`src/rtl/disp_sched.sv`:
```
// Arbitrated two-digit seven-segment sequencer: picks an owner at each frame boundary, then shows
// tens, blank, ones, blank from a value latched at frame start; all outputs come straight from flops.
module disp_sched #(
  parameter int DWELL       = 4,
  parameter int BLANK       = 1,
  parameter int HOLD_FRAMES = 2
) (
  input  logic       clk,
  input  logic       reset,
  input  logic       a_req,
  input  logic [7:0] a_val,
  output logic       a_gnt,
  input  logic       b_req,
  input  logic [7:0] b_val,
  output logic       b_gnt,
  output logic [6:0] seg,
  output logic       digit_sel
);

  localparam int MAXD = (DWELL > BLANK) ? DWELL : BLANK;
  localparam int CW   = (MAXD < 2) ? 1 : $clog2(MAXD);
  localparam int HW   = $clog2(HOLD_FRAMES + 1);
  localparam logic [CW-1:0] DW_LAST  = CW'(DWELL - 1);
  localparam logic [CW-1:0] BL_LAST  = CW'(BLANK - 1);
  localparam logic [HW-1:0] HOLD_MAX = HW'(HOLD_FRAMES);

  typedef enum logic [2:0] {IDLE, TENS, BLANK_T, ONES, BLANK_O} state_t;

  state_t        state_q, state_d;
  logic [CW-1:0] cnt_q, cnt_d;
  logic [7:0]    val_q, val_d;
  logic          last_owner_q, last_owner_d;  // 0 = A, 1 = B
  logic [HW-1:0] hold_cnt_q, hold_cnt_d;
  logic [6:0]    seg_q, seg_d;
  logic          digit_sel_q, digit_sel_d;
  logic          a_gnt_q, a_gnt_d;
  logic          b_gnt_q, b_gnt_d;
  logic          frame_end;
  logic          win_b;

  function automatic logic [6:0] decode(input logic [3:0] d);
    case (d)
      4'd0:    decode = 7'b0111111;
      4'd1:    decode = 7'b0000110;
      4'd2:    decode = 7'b1011011;
      4'd3:    decode = 7'b1001111;
      4'd4:    decode = 7'b1100110;
      4'd5:    decode = 7'b1101101;
      4'd6:    decode = 7'b1111101;
      4'd7:    decode = 7'b0000111;
      4'd8:    decode = 7'b1111111;
      4'd9:    decode = 7'b1101111;
      default: decode = 7'b0000000;
    endcase
  endfunction

  always_comb begin
    state_d      = state_q;
    cnt_d        = cnt_q + 1'b1;
    val_d        = val_q;
    last_owner_d = last_owner_q;
    hold_cnt_d   = hold_cnt_q;
    frame_end    = 1'b0;
    win_b        = 1'b0;

    case (state_q)
      IDLE: frame_end = 1'b1;
      TENS: if (cnt_q == DW_LAST) begin
        cnt_d   = '0;
        state_d = (BLANK > 0) ? BLANK_T : ONES;
      end
      BLANK_T: if (cnt_q == BL_LAST) begin
        cnt_d   = '0;
        state_d = ONES;
      end
      ONES: if (cnt_q == DW_LAST) begin
        if (BLANK > 0) begin
          cnt_d   = '0;
          state_d = BLANK_O;
        end else begin
          frame_end = 1'b1;
        end
      end
      BLANK_O: if (cnt_q == BL_LAST) frame_end = 1'b1;
      default: state_d = IDLE;
    endcase

    // Ownership only changes here; a fresh start from IDLE always favours the non-last owner on a tie.
    if (frame_end) begin
      cnt_d = '0;
      if (!a_req && !b_req) begin
        state_d = IDLE;
      end else begin
        if (a_req && b_req)
          win_b = (state_q != IDLE && hold_cnt_q < HOLD_MAX) ? last_owner_q : !last_owner_q;
        else
          win_b = b_req;
        state_d      = TENS;
        val_d        = win_b ? b_val : a_val;
        last_owner_d = win_b;
        if (win_b != last_owner_q)
          hold_cnt_d = HW'(1);
        else if (hold_cnt_q != HOLD_MAX)
          hold_cnt_d = hold_cnt_q + 1'b1;
      end
    end

    seg_d = 7'b0000000;
    if (state_d == TENS) seg_d = decode(val_d[7:4]);
    if (state_d == ONES) seg_d = decode(val_d[3:0]);
    digit_sel_d = (state_d == TENS);
    a_gnt_d     = (state_d != IDLE) && !last_owner_d;
    b_gnt_d     = (state_d != IDLE) &&  last_owner_d;
  end

  always_ff @(posedge clk) begin
    if (reset) begin
      state_q      <= IDLE;
      cnt_q        <= '0;
      val_q        <= '0;
      last_owner_q <= 1'b1;
      hold_cnt_q   <= '0;
      seg_q        <= '0;
      digit_sel_q  <= 1'b0;
      a_gnt_q      <= 1'b0;
      b_gnt_q      <= 1'b0;
    end else begin
      state_q      <= state_d;
      cnt_q        <= cnt_d;
      val_q        <= val_d;
      last_owner_q <= last_owner_d;
      hold_cnt_q   <= hold_cnt_d;
      seg_q        <= seg_d;
      digit_sel_q  <= digit_sel_d;
      a_gnt_q      <= a_gnt_d;
      b_gnt_q      <= b_gnt_d;
    end
  end

  assign seg       = seg_q;
  assign digit_sel = digit_sel_q;
  assign a_gnt     = a_gnt_q;
  assign b_gnt     = b_gnt_q;

endmodule

```
`config.mk`:
```
export PLATFORM = sky130hd
export DESIGN_NAME = disp_sched
export DESIGN_NICKNAME = d
export VERILOG_FILES = /design/src/rtl/disp_sched.sv
export SDC_FILE = /design/constraint.sdc
export NUM_CORES = 1
export LEC_CHECK = 0
export CORE_ASPECT_RATIO = 1.4
export CORE_MARGIN = 5
export CORE_UTILIZATION = 47
export DETAILED_ROUTE_END_ITERATION = 16
export PLACE_DENSITY_LB_ADDON = 0.2
export SYNTH_ARGS = -nofsm -noshare
export SYNTH_HDL_FRONTEND = slang
export SYNTH_SLANG_ARGS = --single-unit
```
`constraint.sdc`:
```
create_clock -name clk -period 2.5 [get_ports clk]
set_input_delay 0.5 -clock clk [delete_from_list [all_inputs] [get_ports clk]]
set_output_delay 0.5 -clock clk [all_outputs]
set_load 0.03 [all_outputs]
```
==> results.cfg <==
[outcome]
status = completed

[flow_run]
drv_cap = 0

[setup_path]
cp.required_ps = 2650
crit_path_frequent_cell = buf_4
worstSetupStartpointType = input port
crit_path_max_fanout = 7
cp.arrival_ps = 2610
slowest_delay_ps = 430
critical_path.endpoint_type = flip-flop
worst_path_max_delay_cell = clkdlybuf4s50_1
path_class = in2reg
path_cells = clkdlybuf4s50_1 -> or2_4 -> and3b_2 -> o211a_1 -> a311oi_4 -> buf_4 -> buf_4 -> and3_1 -> o22ai_1

[die]
die_h_um = 79.2
core_area_um2 = 3350
die_w_um = 59.4
die-area_um2 = 4700
std_cell_rows = 25
start_util_pct = 48.0
io_pins = 30

[placed_design]
hpwl_mm = 3.22
placed_area_um2 = 2170
numPortBuffers = 29
place_congestion = 0.903
dp_cells = 278

[clocking]
cts_buffer_depth = 2
cts_tree = yes
clk_latency_ps = 270
clk_root_buffer_cell = clkbuf_8
cts_sinks = 26
cts_made_buffers = 3
holdBufCountCts = 0
clkTransAtPathRegs_ps = 100
htreeDepth = 1

[sta]
fmax_mhz = 406
whs_ps = 525
fin_crit_ps = 2460
setup_viol = 0
drv_slew = 0
timing.slew.headroom_pct = 72.0
worst_clock_skew_ps = 6.60
worst_pin_slew_ps = 420
min_period_over_period_pct = 98.5
hold_viol = 0

[global_routing]
grt_pass1_vias = 1606
grt_overflow_total = 0
grt_antenna_before_repair = 0
grt_pass1_wl_mm = 6.88
track_usage_pct = 18.4
grt_max_degree = 17

[power_and_ir_drop]
power.leakage_nw = 1.04
sequentialPowerShare_pct = 35.5
powerDensity_nw_per_um2 = 571
clkPwrFrac_pct = 20.6
power.total_w = 0.00134
combPwrFrac_pct = 43.9
swShare_pct = 33.5
p_sw_w = 0.000451
irDropWorstVdd_mv = 0.429
p_int_w = 0.000894

[synthesis]
synth_cells = 183
synth_edf_count = 0
synthesis.area_um2 = 1610
yosysSeqAreaShare_pct = 32.4
synth_compound_area_share_pct = 21.3
ys_seq_elements = 26
syn_avg_cell_area_um2 = 8.78
yosys_warnings = 0
async_reset_ff_share_pct = 0
synthAdderAreaFrac_pct = 11.7
synth_simple_gate_area_share_pct = 24.0
synth_xor_area_share_pct = 1.64
synth_area_leaders = dfxtp_1, ha_1, nor2_1
yosys.area.top_type = dfxtp_1
synth.distinct_cells = 54
synth_top_family_by_area = simple AND/OR/NAND/NOR gates
synth_top_area_share_pct = 32.4
yosysMostFrequentCell = dfxtp_1
dominantRegCellSynth = dfxtp_1
synthMuxAreaShare_pct = 3.43
syn_nets = 218
synth_commonest_cells = dfxtp_1, nor2_1, ha_1

[cells_and_area]
syn2layout_area_growth_pct = 46.5
multiInputGateArea_um2 = 1060
stdcell_count = 292
nNetsFinal = 288
seqCellArea_um2 = 527
drive_gt1_share_pct = 28.6
n_antenna_cell = 0
fill_cells = 272
stdcell_area_um2 = 2350

[drt]
drt-total-wl_mm = 4.27
vias_per_cell = 5.35
firstDrtPassIters = 4
drt-wirelength-per-cell_um = 14.6
drc_errors = 0
highest_layer = met4
drt_iter0_drc = 27
met3_length_um = 102
wl_met1_mm = 1.67
wl_met2_mm = 2.48
vias = 1563
postRouteAntennaNets = 0

[hold_path]
min_path_type = reg2reg
==> per-layer routing <==
layer / global-route usage, % / up-vias
met5: 0 / -
met4: 4.76 / 0
met3: 2.76 / 2
met2: 35.6 / 15
met1: 19.8 / 757
li1: - / 789
==> stage by stage <==
| stage | setup WS, ps | TNS (ps) | utilization, % |
|---|---|---|---|
| global route | -50.0 | -198 | 70.3 |
| CTS | 9.86 | 0 | 67.2 |
| detailed placement | -406 | -2440 | 64.7 |
| finish | 38.3 | 0 | 70.3 |
| floorplan | -31.4 | -31.4 | - |
| global placement | -322 | -2100 | 64.7 |
==> path summary, 6_finish.rpt <==
kind,from,end,slack (ps),cells past startpoint
worst max-delay path,b_req,seg[2]$_SDFF_PP0_,40,9
worst min-delay path,cnt_q[0]$_SDFF_PP0_,cnt_q[0]$_SDFF_PP0_,520,3
worst max register to register,state_q[2]$_SDFF_PP0_,seg[2]$_SDFF_PP0_,70,9
worst min register to register,cnt_q[0]$_SDFF_PP0_,cnt_q[0]$_SDFF_PP0_,520,3
==> cells in the final DEF (no fill, tap or decap), drive strengths merged, types with 6 or more instances in the layout <==
master / instances
dfxtp: 26
buf: 42
inv: 10
nor3: 6
nor2: 25
o21ai: 9
ha: 15
clkdlybuf4s50: 28
a21oi: 9
nand2: 10
nand3: 9
nor2b: 6
==> layout make-up <==
cell class | instances | area share (%)
sequential | 26 | 22.4
inverter | 11 | 1.75
clock buffer | 4 | 2.34
tap | 40 | 2.13
multi-input combinational | 140 | 45.0
timing repair buffer | 71 | 26.4
==> state kept, by name (all words and copies together), names as in the netlist <==
register and flops:
state_q 3, digit_sel 1, b_gnt 1, a_gnt 1, hold_cnt_q 2, last_owner_q 1
val_q 8, cnt_q 2, seg 7
==> power groups by stage <==
stage	Clock, W	Sequential (W)	Combinational (W)
after floorplan	0	0.000533	0.000268
after global placement	0	0.000485	0.000529
after detailed placement	0	0.000487	0.000541
after CTS	0.000279	0.000477	0.000552
after global routing	0.000302	0.000482	0.000646
final	0.000277	0.000477	0.000591
==> repair_timing <==
item | CTS | global route
setup endpoints to repair | 7 | 5
cloned | 1 | 0
pin swaps | 4 | 8
gates resized for setup | 4 | 15
buffers inserted | 1 | 8
==> critical path, delay by kind of cell <==
family | cells | cell delay [ps]
AOI/OAI and AO/OA | 3 | 670
buffers and inverters | 3 | 700
and+or+nand+nor | 3 | 730
==> logic make-up after synthesis <==
kind of cell	Yosys count
adders and majority gates	15
and+or+nand+nor	73
DFF	26
buffers and inverters	18
AOI/OAI and AO/OA	43
xor gates and xnor gates	3
muxes	5
Note: power is estimated with default switching activity, not from simulation.
==> RTL edit 1, RTL diff (same settings) <==
`HOLD_FRAMES`: 2 -> 4.
--- a/src/rtl/disp_sched.sv
+++ b/src/rtl/disp_sched.sv
@@ -3,7 +3,7 @@
 module disp_sched #(
   parameter int DWELL       = 4,
   parameter int BLANK       = 1,
-  parameter int HOLD_FRAMES = 2
+  parameter int HOLD_FRAMES = 4
 ) (
   input  logic       clk,
   input  logic       reset,
Check against the original RTL: no difference found for any inputs over 10 cycles, from zero or initial values and one cycle with reset high; that may be too few to reach the edited logic, so the function may still have changed.
==> RTL edit 1 against the original RTL <==
Routed wire length grew 6.1%; sequential cell count grew 1; final area shrank 3.9%; first-iteration DRC count grew 110%; worst setup slack gained 56 ps; area after synthesis grew 3.8%; non-clock buffer count shrank 12; power shrank 2.5%; fmax grew 2.3%; critical endpoint is now seg[0].
==> RTL edit 1: results (changes against the original RTL) <==
| Metric | Value |
|---|---|
| Via/cell ratio | `5.62 (was 5.35)` |
| CTS buffer count | `3 (unchanged)` |
| Largest register by flop count | `val_q (unchanged)` |
| Routability congestion estimate | `0.841 (was 0.903)` |
| Worst-skew pair later-pin latency | `280 ps` |
| Yosys warning count | `0 (unchanged)` |
| Top cells by count, synth | `27 x dfxtp_1, 22 x nor2_1, 16 x ha_1, 11 x inv_1, 10 x nand2_1 (was 26 x dfxtp_1, 24 x nor2_1, 15 x ha_1, 10 x nand2_1)` |
| Average wire per standard cell | `16.0 microns (was 14.6 microns)` |
| GR Util All Layers | `19.5% (was 18.4%)` |
| Worst Hold Class | `reg -> reg (unchanged)` |
| Post-synthesis sequential area ratio | `32.4% (about the same)` |
| Worst r2r src | `state_q[0] (was state_q[2])` |
| CTS max path bufs | `2 (unchanged)` |
| Dpl hpwl | `3430 microns (was 3220 microns)` |
| Routed WL | `4530 microns (was 4270 microns)` |
| Max reg flops | `8 (unchanged)` |
| Worst-margin pin slew | `419 ps (was 420 ps)` |
| Leakage | `0.994 nW (was 1.04 nW)` |
| Initial DRC count | `57 (was 27)` |
| TritonRoute pass-1 iters | `4 (unchanged)` |
| Global-route wire length before repair | `7300 microns (was 6880 microns)` |
| Max VDD drop | `0.398 mV (was 0.429 mV)` |
| Status | `completed (unchanged)` |
| Critical path peak fanout | `6 (was 7)` |
| Initial antenna violation count | `0 (unchanged)` |
| # nets final | `281 (was 288)` |
| Port Buffers | `29 (unchanged)` |
| Syn_area_per_cell | `8.87 sq um (was 8.78 sq um)` |
| Pre-CTS WS | `-442 ps (was -406 ps)` |
| Largest net degree at the start of global routing | `17 (unchanged)` |
| Clk root buf | `clkbuf_8 (unchanged)` |
| HP Start | `hold_cnt_q[0] (was cnt_q[0])` |
| Area of placed instances | `2150 sq um (was 2170 sq um)` |
| Unique masters post-synth | `51 (was 54)` |
| Synth Net Count | `224 (was 218)` |
| CTS H-tree depth | `1 (unchanged)` |
| Vias in the first global route | `1,644 (was 1,606)` |
| Area contributors post-synth | `dfxtp_1 32%, ha_1 12%, nor2_1 5.0% (was dfxtp_1 32%, ha_1 12%, nor2_1 5.6%)` |
| Diode count | `0 (unchanged)` |
| Layout cells sized above 1 | `23.0% (was 28.6%)` |
| Layout Skew | `6.04 ps (was 6.60 ps)` |
==> RTL edit 1: power by group <==
group          leakage, nW  switching [W]  internal (W)
combinational        0.748       0.000292      0.000271
clock               0.0228       0.000141      0.000114
sequential           0.223      0.0000188      0.000474
total                0.994       0.000452      0.000859
==> RTL edit 1: timing repair <==
action                                  CTS  global route
pin swaps                                 2             3
hold endpoints to repair                  0             0
endpoints found under the setup margin    6             6
setup buffers                             2             2
resized for setup                         3             8
gates cloned                              0             1
==> RTL edit 1: per-stage QoR <==
| stage | TNS, ps | power (W) |
|---|---|---|
| floorplan | 0 | 0.000840 |
| finish | 0 | 0.00131 |
| global route | -29.1 | 0.00138 |
| CTS | 0 | 0.00130 |
| detailed placement | -2400 | 0.00104 |
| global placement | -1920 | 0.00102 |
==> RTL edit 1: path summary, 6_finish.rpt <==
check | to | slack [ps] | depth (start not counted)
max | seg[0] | 90 | 8
min | hold_cnt_q[0] | 510 | 2
max reg2reg | seg[0] | 120 | 11
min reg2reg | hold_cnt_q[0] | 510 | 2
==> RTL edit 1: worst max-delay path: stages <==
cell and delay (ps):
clkdlybuf4s50_1 410, or2_2 330, and3b_2 270, buf_4 160
a311oi_4 410, o21ai_2 150, o22a_1 210, o2bb2ai_1 160
==> RTL edit 1: final cells by class <==
cell class | instances | area (sq um)
Clock buffer | 4 | 45.0
Fill cell | 289 | 1150
Inverter | 11 | 41.3
Multi-Input combinational cell | 143 | 1070
Sequential cell | 27 | 542
Tap cell | 40 | 50.0
Timing Repair Buffer | 59 | 514
==> RTL edit 1: cells by family after synthesis <==
group | count (synthesis) | synth area share, %
xor+xnor | 4 | 2.10
mux | 6 | 3.98
flops | 27 | 32.4
simple gates | 65 | 21.0
buf+inv | 19 | 6.15
fa+ha+maj | 16 | 12.0
compound gates | 51 | 22.4
==> RTL edit 1: per-layer routing <==
layer	up-vias	track usage [%]	wire length [microns]
li1	776	-	-
met1	789	21.1	1750
met2	25	37.4	2590
met3	5	2.89	139
met4	0	5.10	46
met5	-	0	0
==> RTL edit 2, RTL diff (same flow settings) <==
Without the edit above. Register the output `seg` once more, with the module's reset; this adds one clock of latency there. The other outputs are not delayed to match.
--- a/src/rtl/disp_sched.sv
+++ b/src/rtl/disp_sched.sv
@@ -137,7 +137,13 @@
     end
   end
 
-  assign seg       = seg_q;
+  always_ff @(posedge clk) begin
+    if (reset) begin
+      seg <= '0;
+    end else begin
+      seg <= seg_q;
+    end
+  end
   assign digit_sel = digit_sel_q;
   assign a_gnt     = a_gnt_q;
   assign b_gnt     = b_gnt_q;
Function: changed (a bounded check fails within 4 cycles, from zero or initial values and one cycle with reset high).
==> RTL edit 2 against the original RTL <==
Power rose by 13%; area after synthesis is 11% higher; sequential cell count is 7 higher; worst setup slack improved by 40 ps; combinational power decreased by 11%; final area increased by 3.7%; sequential share of layout area is 4.7 points higher; global-route usage is 1.2 points lower; routed wire length grew 3.3%; largest cell class unchanged.
==> RTL edit 2: results (changes against the original RTL) <==
| Metric | Value |
|---|---|
| Worst Hold Path Cells | `1 (was 3)` |
| Dpl hpwl | `3320 microns (was 3220 microns)` |
| Leakage | `1.07 nW (was 1.04 nW)` |
| Switching part of the total | `32.5% (was 33.5%)` |
| Filler Cells Inserted | `312 (was 272)` |
| Post-synthesis mux area share | `3.07% (was 3.43%)` |
| CTS buffer count | `5 (was 3)` |
| Synth Area in Adders | `10.5% (was 11.7%)` |
| Hold WS | `436 ps (was 525 ps)` |
| Max VDD drop | `0.466 mV (was 0.429 mV)` |
| Layout Skew | `4.47 ps (was 6.60 ps)` |
| CTS H-tree depth | `2 (was 1)` |
| Clock slew at reported path FFs | `70 ps (was 100 ps)` |
| Final core occ | `66.4% (was 70.3%)` |
| Routability congestion estimate | `0.852 (was 0.903)` |
| Area of placed instances | `2290 sq um (was 2170 sq um)` |
| Status | `completed (unchanged)` |
| Routed WL | `4410 microns (was 4270 microns)` |
| Top cells by count, synth | `33 x dfxtp_1, 24 x nor2_1, 15 x ha_1, 13 x nor2b_1, 10 x nand2_1 (was 26 x dfxtp_1, 24 x nor2_1, 15 x ha_1, 10 x nand2_1)` |
| R2r setup slk | `150 ps (was 70 ps)` |
| Unique masters post-synth | `53 (was 54)` |
| Post-synthesis sequential area ratio | `36.9% (was 32.4%)` |
| Initial DRC count | `84 (was 27)` |
| Via/cell ratio | `5.53 (was 5.35)` |
| Top Registers | `val_q (8), seg (7), seg_q (7)` |
| DP Cell Count | `287 (was 278)` |
| Layout cells sized above 1 | `22.9% (was 28.6%)` |
| DRC Markers | `0 (unchanged)` |
| Via count | `1,659 (was 1,563)` |
| Synth top area share | `36.9% (was 32.4%)` |
| Pre-CTS WS | `-376 ps (was -406 ps)` |
| Primary FF master, synth | `dfxtp_1 (unchanged)` |
| Worst r2r src | `cnt_q[0] (was state_q[2])` |
| Post-CTS setup buffer count | `2 (was 1)` |
| Worst-margin pin slew | `400 ps (was 420 ps)` |
| Syn_area_per_cell | `9.09 sq um (was 8.78 sq um)` |
| Area contributors post-synth | `dfxtp_1 37%, ha_1 10%, nor2_1 5.0% (was dfxtp_1 32%, ha_1 12%, nor2_1 5.6%)` |
| Post-cts resize count | `2 (was 4)` |
| RR Endpoint | `seg_q[3] (was seg[2])` |
| Hold path endpoint | `seg[0] (was cnt_q[0])` |
| GR Util All Layers | `17.2% (was 18.4%)` |
| HP Start | `seg_q[0] (was cnt_q[0])` |
| Critical path data arrival time | `2630 ps (was 2610 ps)` |
==> RTL edit 2: worst max path at each step <==
stage                           from       end  slack, ps  cells after the start
after floorplan           state_q[0]  seg_q[3]        -30                     11
after global placement         b_req  seg_q[5]       -340                      8
after detailed placement       b_req  seg_q[5]       -380                      8
after CTS                      a_req  seg_q[3]          6                     13
after global routing      state_q[2]  seg_q[3]        -10                     12
final                          b_req  seg_q[3]         80                      8
==> RTL edit 2: cell families after synthesis <==
logic type               after synthesis
XOR/XNOR                               3
flip-flops                            33
AND/OR/NAND/NOR                       80
adder cells (fa/ha/maj)               15
multiplexers                           5
buffers and inverters                 18
AO/OA/AOI/OAI                         43
==> RTL edit 2: cell type report <==
cell class,instances,share of cell area (%)
clock buffers,5,2.82
clock inverters,3,0.718
inverters,11,1.69
multi-input cells,147,44.3
flip-flops and latches,33,27.1
well taps,42,2.15
repair buffers,59,21.2
==> RTL edit 2: power groups by stage <==
| stage | clock network [W] | logic (W) | registers, W |
|---|---|---|---|
| 2_1_floorplan | 0 | 0.000277 | 0.000640 |
| 3_3_place_gp | 0 | 0.000479 | 0.000610 |
| 3_5_place_dp | 0 | 0.000497 | 0.000612 |
| 4_1_cts | 0.000402 | 0.000509 | 0.000600 |
| 5_1_grt | 0.000427 | 0.000573 | 0.000608 |
| 6_report | 0.000394 | 0.000525 | 0.000600 |
==> RTL edit 2: per-layer routing <==
layer / wire, microns / GRT usage (%)
met5: 0 / 0
met4: 134 / 8.68
met3: 154 / 3.78
met2: 2460 / 33.4
met1: 1660 / 16.2
==> RTL edit 2: worst max-delay path, cell delays in order <==
cell             delay (ps)
clkdlybuf4s50_1         430
or2_2                   340
and3b_2                 280
buf_4                   160
a311oi_4                400
buf_4                   210
o21ai_2                  90
o221ai_1                210
